File: config.mk
export PLATFORM = sky130hd
export DESIGN_NAME = wb_host_initiator_flat
export DESIGN_NICKNAME = d
export VERILOG_FILES = /design/src/rtl/wb_host_initiator_pkg.sv /design/src/rtl/wb_host_initiator_if.sv /design/src/rtl/wb_host_initiator.sv /design/src/flat_wrapper.sv
export SDC_FILE = /design/constraint.sdc
export NUM_CORES = 1
export LEC_CHECK = 0
export ABC_AREA = 1
export ABC_CLOCK_PERIOD_IN_PS = 3150
export CORE_ASPECT_RATIO = 2
export CORE_MARGIN = 4
export CORE_UTILIZATION = 43
export CTS_BUF_LIST = sky130_fd_sc_hd__clkbuf_16
export DETAILED_ROUTE_END_ITERATION = 10
export PLACE_DENSITY = 0.9
export SLEW_MARGIN = 20
export SYNTH_ARGS = -nofsm -noshare
export SYNTH_HDL_FRONTEND = slang
export SYNTH_SLANG_ARGS = --single-unit
File: constraint.sdc
create_clock -name wb_clk_i -period 3.15 [get_ports wb_clk_i]
set_clock_uncertainty 0.05 [all_clocks]
set_input_delay 0.315 -clock wb_clk_i [delete_from_list [all_inputs] [get_ports wb_clk_i]]
set_output_delay 0.315 -clock wb_clk_i [all_outputs]
set_load 0.01 [all_outputs]
File: src/rtl/wb_host_initiator_pkg.sv
// Shared types and constants for the Wishbone host initiator.
// Bus widths, the default ack timeout, and the transfer FSM states.
package wb_host_pkg;

    localparam int WB_AW = 32;
    localparam int WB_DW = 32;
    localparam int WB_SW = 4;

    localparam int WB_TIMEOUT_DEFAULT = 255;

    typedef enum logic [1:0] {
        IDLE = 2'd0,
        BUS  = 2'd1,
        RESP = 2'd2
    } wb_host_state_t;

endpackage

File: src/rtl/wb_host_initiator_if.sv
// Host command/response handshake plus Wishbone master signals.
// The master modport is the initiator's view; slave is the host/slave environment.
interface wb_host_initiator_if;
    import wb_host_pkg::*;

    logic               cmd_valid_i;
    logic               cmd_ready_o;
    logic               cmd_we_i;
    logic [WB_AW-1:0]   cmd_adr_i;
    logic [WB_DW-1:0]   cmd_dat_i;
    logic [WB_SW-1:0]   cmd_sel_i;

    logic               rsp_valid_o;
    logic               rsp_ready_i;
    logic [WB_DW-1:0]   rsp_dat_o;
    logic               rsp_timeout_o;

    logic               wbm_cyc_o;
    logic               wbm_stb_o;
    logic               wbm_we_o;
    logic [WB_AW-1:0]   wbm_adr_o;
    logic [WB_DW-1:0]   wbm_dat_o;
    logic [WB_SW-1:0]   wbm_sel_o;
    logic [WB_DW-1:0]   wbm_dat_i;
    logic               wbm_ack_i;

    modport master (
        input  cmd_valid_i, cmd_we_i, cmd_adr_i, cmd_dat_i, cmd_sel_i,
        output cmd_ready_o,
        output rsp_valid_o, rsp_dat_o, rsp_timeout_o,
        input  rsp_ready_i,
        output wbm_cyc_o, wbm_stb_o, wbm_we_o, wbm_adr_o, wbm_dat_o, wbm_sel_o,
        input  wbm_dat_i, wbm_ack_i
    );

    modport slave (
        output cmd_valid_i, cmd_we_i, cmd_adr_i, cmd_dat_i, cmd_sel_i,
        input  cmd_ready_o,
        input  rsp_valid_o, rsp_dat_o, rsp_timeout_o,
        output rsp_ready_i,
        input  wbm_cyc_o, wbm_stb_o, wbm_we_o, wbm_adr_o, wbm_dat_o, wbm_sel_o,
        output wbm_dat_i, wbm_ack_i
    );

endinterface

File: src/rtl/wb_host_initiator.sv
// Wishbone classic single-transfer initiator with an ack timeout.
// One command in flight: accept, run one cyc/stb cycle, present one response.
module wb_host_initiator
    import wb_host_pkg::*;
#(
    parameter int TIMEOUT_CYCLES = WB_TIMEOUT_DEFAULT,
    parameter int TW             = $clog2(TIMEOUT_CYCLES + 1)
) (
    input  logic                 wb_clk_i,
    input  logic                 wb_rst_n_i,
    wb_host_initiator_if.master  bus
);

    localparam logic [TW-1:0] TO_MAX = TW'(TIMEOUT_CYCLES);

    wb_host_state_t     r_state;
    logic [TW-1:0]      r_cnt;
    logic               r_cmd_ready;
    logic               r_cyc;
    logic               r_we;
    logic [WB_AW-1:0]   r_adr;
    logic [WB_DW-1:0]   r_dat;
    logic [WB_SW-1:0]   r_sel;
    logic               r_rsp_valid;
    logic [WB_DW-1:0]   r_rsp_dat;
    logic               r_rsp_timeout;

    always_ff @(posedge wb_clk_i) begin
        if (!wb_rst_n_i) begin
            r_state       <= IDLE;
            r_cnt         <= '0;
            r_cmd_ready   <= 1'b1;
            r_cyc         <= 1'b0;
            r_we          <= 1'b0;
            r_adr         <= '0;
            r_dat         <= '0;
            r_sel         <= '0;
            r_rsp_valid   <= 1'b0;
            r_rsp_dat     <= '0;
            r_rsp_timeout <= 1'b0;
        end else begin
            case (r_state)
                IDLE: begin
                    if (bus.cmd_valid_i) begin
                        r_we        <= bus.cmd_we_i;
                        r_adr       <= bus.cmd_adr_i;
                        r_dat       <= bus.cmd_dat_i;
                        r_sel       <= bus.cmd_sel_i;
                        r_cyc       <= 1'b1;
                        r_cnt       <= '0;
                        r_cmd_ready <= 1'b0;
                        r_state     <= BUS;
                    end
                end
                BUS: begin
                    // Ack is checked first so it wins over a same-cycle expiry.
                    if (bus.wbm_ack_i) begin
                        r_rsp_dat     <= r_we ? '0 : bus.wbm_dat_i;
                        r_rsp_timeout <= 1'b0;
                        r_rsp_valid   <= 1'b1;
                        r_cyc         <= 1'b0;
                        r_state       <= RESP;
                    end else if (r_cnt == TO_MAX) begin
                        r_rsp_dat     <= '0;
                        r_rsp_timeout <= 1'b1;
                        r_rsp_valid   <= 1'b1;
                        r_cyc         <= 1'b0;
                        r_state       <= RESP;
                    end else begin
                        r_cnt <= r_cnt + 1'b1;
                    end
                end
                RESP: begin
                    if (bus.rsp_ready_i) begin
                        r_rsp_valid <= 1'b0;
                        r_cmd_ready <= 1'b1;
                        r_state     <= IDLE;
                    end
                end
                default: begin
                    r_cyc       <= 1'b0;
                    r_rsp_valid <= 1'b0;
                    r_cmd_ready <= 1'b1;
                    r_state     <= IDLE;
                end
            endcase
        end
    end

    // cyc and stb share one register: classic single transfers only.
    assign bus.cmd_ready_o   = r_cmd_ready;
    assign bus.wbm_cyc_o     = r_cyc;
    assign bus.wbm_stb_o     = r_cyc;
    assign bus.wbm_we_o      = r_we;
    assign bus.wbm_adr_o     = r_adr;
    assign bus.wbm_dat_o     = r_dat;
    assign bus.wbm_sel_o     = r_sel;
    assign bus.rsp_valid_o   = r_rsp_valid;
    assign bus.rsp_dat_o     = r_rsp_dat;
    assign bus.rsp_timeout_o = r_rsp_timeout;

endmodule

File: src/flat_wrapper.sv
// flat-port wrapper written by rule: the top's interface ports become plain ports
module wb_host_initiator_flat import wb_host_pkg::*;
#(
    parameter int TIMEOUT_CYCLES = WB_TIMEOUT_DEFAULT,
    parameter int TW             = $clog2(TIMEOUT_CYCLES + 1)
)
  (wb_clk_i, wb_rst_n_i, bus_cmd_valid_i, bus_cmd_we_i, bus_cmd_adr_i, bus_cmd_dat_i, bus_cmd_sel_i, bus_cmd_ready_o, bus_rsp_valid_o, bus_rsp_dat_o, bus_rsp_timeout_o, bus_rsp_ready_i, bus_wbm_cyc_o, bus_wbm_stb_o, bus_wbm_we_o, bus_wbm_adr_o, bus_wbm_dat_o, bus_wbm_sel_o, bus_wbm_dat_i, bus_wbm_ack_i);
  wb_host_initiator_if bus_i ();
  input  logic wb_clk_i;
  input  logic wb_rst_n_i;
  input wire logic [$bits(bus_i.cmd_valid_i)-1:0] bus_cmd_valid_i;
  input wire logic [$bits(bus_i.cmd_we_i)-1:0] bus_cmd_we_i;
  input wire logic [$bits(bus_i.cmd_adr_i)-1:0] bus_cmd_adr_i;
  input wire logic [$bits(bus_i.cmd_dat_i)-1:0] bus_cmd_dat_i;
  input wire logic [$bits(bus_i.cmd_sel_i)-1:0] bus_cmd_sel_i;
  output wire logic [$bits(bus_i.cmd_ready_o)-1:0] bus_cmd_ready_o;
  output wire logic [$bits(bus_i.rsp_valid_o)-1:0] bus_rsp_valid_o;
  output wire logic [$bits(bus_i.rsp_dat_o)-1:0] bus_rsp_dat_o;
  output wire logic [$bits(bus_i.rsp_timeout_o)-1:0] bus_rsp_timeout_o;
  input wire logic [$bits(bus_i.rsp_ready_i)-1:0] bus_rsp_ready_i;
  output wire logic [$bits(bus_i.wbm_cyc_o)-1:0] bus_wbm_cyc_o;
  output wire logic [$bits(bus_i.wbm_stb_o)-1:0] bus_wbm_stb_o;
  output wire logic [$bits(bus_i.wbm_we_o)-1:0] bus_wbm_we_o;
  output wire logic [$bits(bus_i.wbm_adr_o)-1:0] bus_wbm_adr_o;
  output wire logic [$bits(bus_i.wbm_dat_o)-1:0] bus_wbm_dat_o;
  output wire logic [$bits(bus_i.wbm_sel_o)-1:0] bus_wbm_sel_o;
  input wire logic [$bits(bus_i.wbm_dat_i)-1:0] bus_wbm_dat_i;
  input wire logic [$bits(bus_i.wbm_ack_i)-1:0] bus_wbm_ack_i;
  assign bus_i.cmd_valid_i = bus_cmd_valid_i;
  assign bus_i.cmd_we_i = bus_cmd_we_i;
  assign bus_i.cmd_adr_i = bus_cmd_adr_i;
  assign bus_i.cmd_dat_i = bus_cmd_dat_i;
  assign bus_i.cmd_sel_i = bus_cmd_sel_i;
  assign bus_cmd_ready_o = bus_i.cmd_ready_o;
  assign bus_rsp_valid_o = bus_i.rsp_valid_o;
  assign bus_rsp_dat_o = bus_i.rsp_dat_o;
  assign bus_rsp_timeout_o = bus_i.rsp_timeout_o;
  assign bus_i.rsp_ready_i = bus_rsp_ready_i;
  assign bus_wbm_cyc_o = bus_i.wbm_cyc_o;
  assign bus_wbm_stb_o = bus_i.wbm_stb_o;
  assign bus_wbm_we_o = bus_i.wbm_we_o;
  assign bus_wbm_adr_o = bus_i.wbm_adr_o;
  assign bus_wbm_dat_o = bus_i.wbm_dat_o;
  assign bus_wbm_sel_o = bus_i.wbm_sel_o;
  assign bus_i.wbm_dat_i = bus_wbm_dat_i;
  assign bus_i.wbm_ack_i = bus_wbm_ack_i;
  wb_host_initiator #(.TIMEOUT_CYCLES(TIMEOUT_CYCLES), .TW(TW)) u_core (.wb_clk_i(wb_clk_i), .wb_rst_n_i(wb_rst_n_i), .bus(bus_i));
endmodule
==> flow_summary.toml <==
[worst_hold_path]
hold_path_startpoint = "u_core.bus.rsp_dat_o[3]$_SDFFE_PN0P_"
min_path_cells = 2
min_path_type = "flop to flop"
whs_endpoint = "u_core.bus.rsp_dat_o[3]$_SDFFE_PN0P_"

[clocking]
clockBufferDepth = 2
cts_tree = "done"
hold_buffers = 0
clk_pin_slew_worst_paths_ns = 0.05
clock-sinks = 115
cts-resized-gates = 0
numCtsBuffers = 17
ctsHtreeMaxLevel = 4
cts_root_buf = "clkbuf_16"
insertion_delay_ns = 0.40
post-cts-setup-buffers = 0

[detailed_routing]
drc_errors = 0
vias = 4485
via_per_inst = 4.93
drt_pass1_iterations = 5
drtIter0Drc = 175
routed_wirelength_um = 13900
ant_nets = 0
wl_per_cell_um = 15.2

[grt]
grt.total_usage = 0.237
grt_pass1_wl_um = 21900
grt_pass1_vias = 4718
grt_max_degree = 77
grt_antenna_before_repair = 0
gr-total-overflow = 0

[pwr]
peakVddDrop_mv = 0.378
switching_share = 0.235
internal_power_mw = 3.30
clkPwrFrac = 0.468
combPwrFrac = 0.155
seqPwrFrac = 0.377
p_sw_mw = 1.01
p_leak_nw = 2.76
power_density_nw_per_um2 = 614
power_mw = 4.32

[worst_setup_path]
critPathKind = "flop to flop"
r2r-start = "u_core.r_state[1]$_SDFFE_PN0P_"
reg2reg_slack_ns = 1.30
reg2regPathDepth = 6
end_kind = "flop"
critPathArrivalTime_ns = 2.04
setup.worst_path.start = "u_core.r_state[1]$_SDFFE_PN0P_"
rr_endpoint = "u_core.r_cnt[2]$_SDFFE_PN0P_"
path_max_fanout = 58
critical_path_required_ns = 3.34
crit_path_start_kind = "flop"

[yosys]
synth.area.top_cells = "dfxtp_1 (53%), nor2_1 (13%), nand2_1 (8.5%)"
syn_area_um2 = 4310
synth_top_area_frac = 0.534
syn-num-nets = 671
synth_seq_cells = 115
yosys_warnings = 0
yosysTopAreaCell = "dfxtp_1"
yosysSeqAreaShare = 0.534
ys_types = 24
syn_avg_cell_area_um2 = 7.64
syn_inst = 564

[final_layout]
layout-drive-gt1-share = 0.0605
multi_input_area_um2 = 1730
num_antenna_cells = 0
n_fill_cell = 742
nets = 871
area_delta_synth_final_pct = 63.3
final_util = 0.720
seq_area_um2 = 2300

[floorplan]
core_area_um2 = 9760
dieWidth_um = 78.8
initial_core_util = 0.441
rows = 51
floorplan.die.height_um = 150
dieArea_um2 = 11800
boundaryPins = 212

[sta]
maxClockFrequency_mhz = 541
period_minus_slack_ns = 1.85
worstMarginPinSlew_ns = 0.789
rsz0062_at_grt = "no"
period_share = 0.586
setup_tns_ns = 0
final_max_slew_viol_count = 0
relSlewSlack = 0.473
finalWorstSetupSlack_ns = 1.30
finalHoldWorstSlack_ns = 0.411
hold_viol = 0
report.final.setup_viol = 0

[place]
io_buffers = 211
dpl_worst_slack_ns = 1.02
gp_congestion = 0.833
dpl.hpwl_um = 10000

[flow_run]
cap_violations = 0

[status]
outcome = "finished clean"
[metrics by stage]
stage | std cells | instance area (um2)
global placement | 877 | 6410
floorplan | 564 | 4310
CTS | 909 | 7030
global route | 909 | 7030
finish | 909 | 7030
detailed placement | 877 | 6410
[routing by layer]
| layer | GRT usage | wire length [um] | share of wire |
|---|---|---|---|
| met1 | 0.225 | 4650 | 0.34 |
| met3 | 0.0645 | 781 | 0.056 |
| met2 | 0.440 | 7760 | 0.56 |
| met5 | 0 | 0 | 0 |
| met4 | 0.143 | 667 | 0.048 |
[synth_stat cells (all sizes together)]
master,instances
nand4,1
inv,18
dfxtp,115
clkbuf,17
nand2,106
nor3,1
a22oi,1
a21oi,41
buf,18
nor2,156
nand3b,2
o21ai,72
ha,1
nand3,14
o211ai,1
[cells in the final DEF, fill, tap and decap left out, types with 5 or more instances in the layout]
cell,synthesis,layout
clkdlybuf4s50_1,0,210
nor2_1,153,153
dfxtp_1,115,115
nand2_1,97,97
o21ai_0,72,72
a21oi_1,40,40
inv_1,15,18
clkbuf_16,0,17
nand3_1,14,14
nand2_2,6,6
bufinv_16,0,5
buf_4,1,5
[worst max-delay path, stage by stage (launching register included)]
cell,delay [ns]
dfxtp_1,0.40
nor2_2,0.09
nand2_4,0.18
buf_4,0.48
nand2_1,0.26
nand2_1,0.14
a21oi_1,0.07
[kinds of logic (layout without fill, tap and decap cells)]
kind of cell	Yosys count	in the layout	synth area share
flip-flops	115	115	0.534
AND/OR/NAND/NOR	280	280	0.262
buffers and inverters	53	266	0.0648
adder cells (fa/ha/maj)	1	1	0.00290
AO/OA/AOI/OAI	115	115	0.136
[power by group through the flow]
| stage | Combinational, mW | Clock, mW | Sequential, mW |
|---|---|---|---|
| finish | 0.669 | 2.02 | 1.63 |
| global route | 0.728 | 2.13 | 1.64 |
| CTS | 0.673 | 2.05 | 1.63 |
| detailed placement | 0.666 | 0 | 1.65 |
| global placement | 0.645 | 0 | 1.65 |
| floorplan | 0.241 | 0 | 1.69 |
[sequential cells by signal, summed over array words and instances (netlist names)]
name,count
u_core.bus.cmd_ready_o,1
u_core.bus.rsp_dat_o,32
u_core.bus.rsp_timeout_o,1
u_core.bus.rsp_valid_o,1
u_core.bus.wbm_adr_o,32
u_core.bus.wbm_cyc_o,1
u_core.bus.wbm_dat_o,32
u_core.bus.wbm_sel_o,4
u_core.bus.wbm_we_o,1
u_core.r_cnt,8
u_core.r_state,2
[worst max-delay path by stage]
| stage | to | cells after the start |
|---|---|---|
| after CTS | u_core.r_cnt[2]$_SDFFE_PN0P_ | 6 |
| after floorplan | u_core.bus.rsp_dat_o[23]$_SDFFE_PN0P_ | 9 |
| after global placement | u_core.r_cnt[4]$_SDFFE_PN0P_ | 6 |
| after global routing | u_core.r_cnt[2]$_SDFFE_PN0P_ | 6 |
| after detailed placement | u_core.r_cnt[2]$_SDFFE_PN0P_ | 6 |
| final | u_core.r_cnt[2]$_SDFFE_PN0P_ | 6 |
[cell type report]
class / instances / share of cell area
Multi-Input combinational cell: 396 / 0.245
Clock inverter: 15 / 0.0281
Clock buffer: 17 / 0.0605
Timing Repair Buffer: 216 / 0.305
Tap cell: 132 / 0.0235
Inverter: 18 / 0.0103
Sequential cell: 115 / 0.327
No activity file was read; power rests on OpenSTA's default activity.
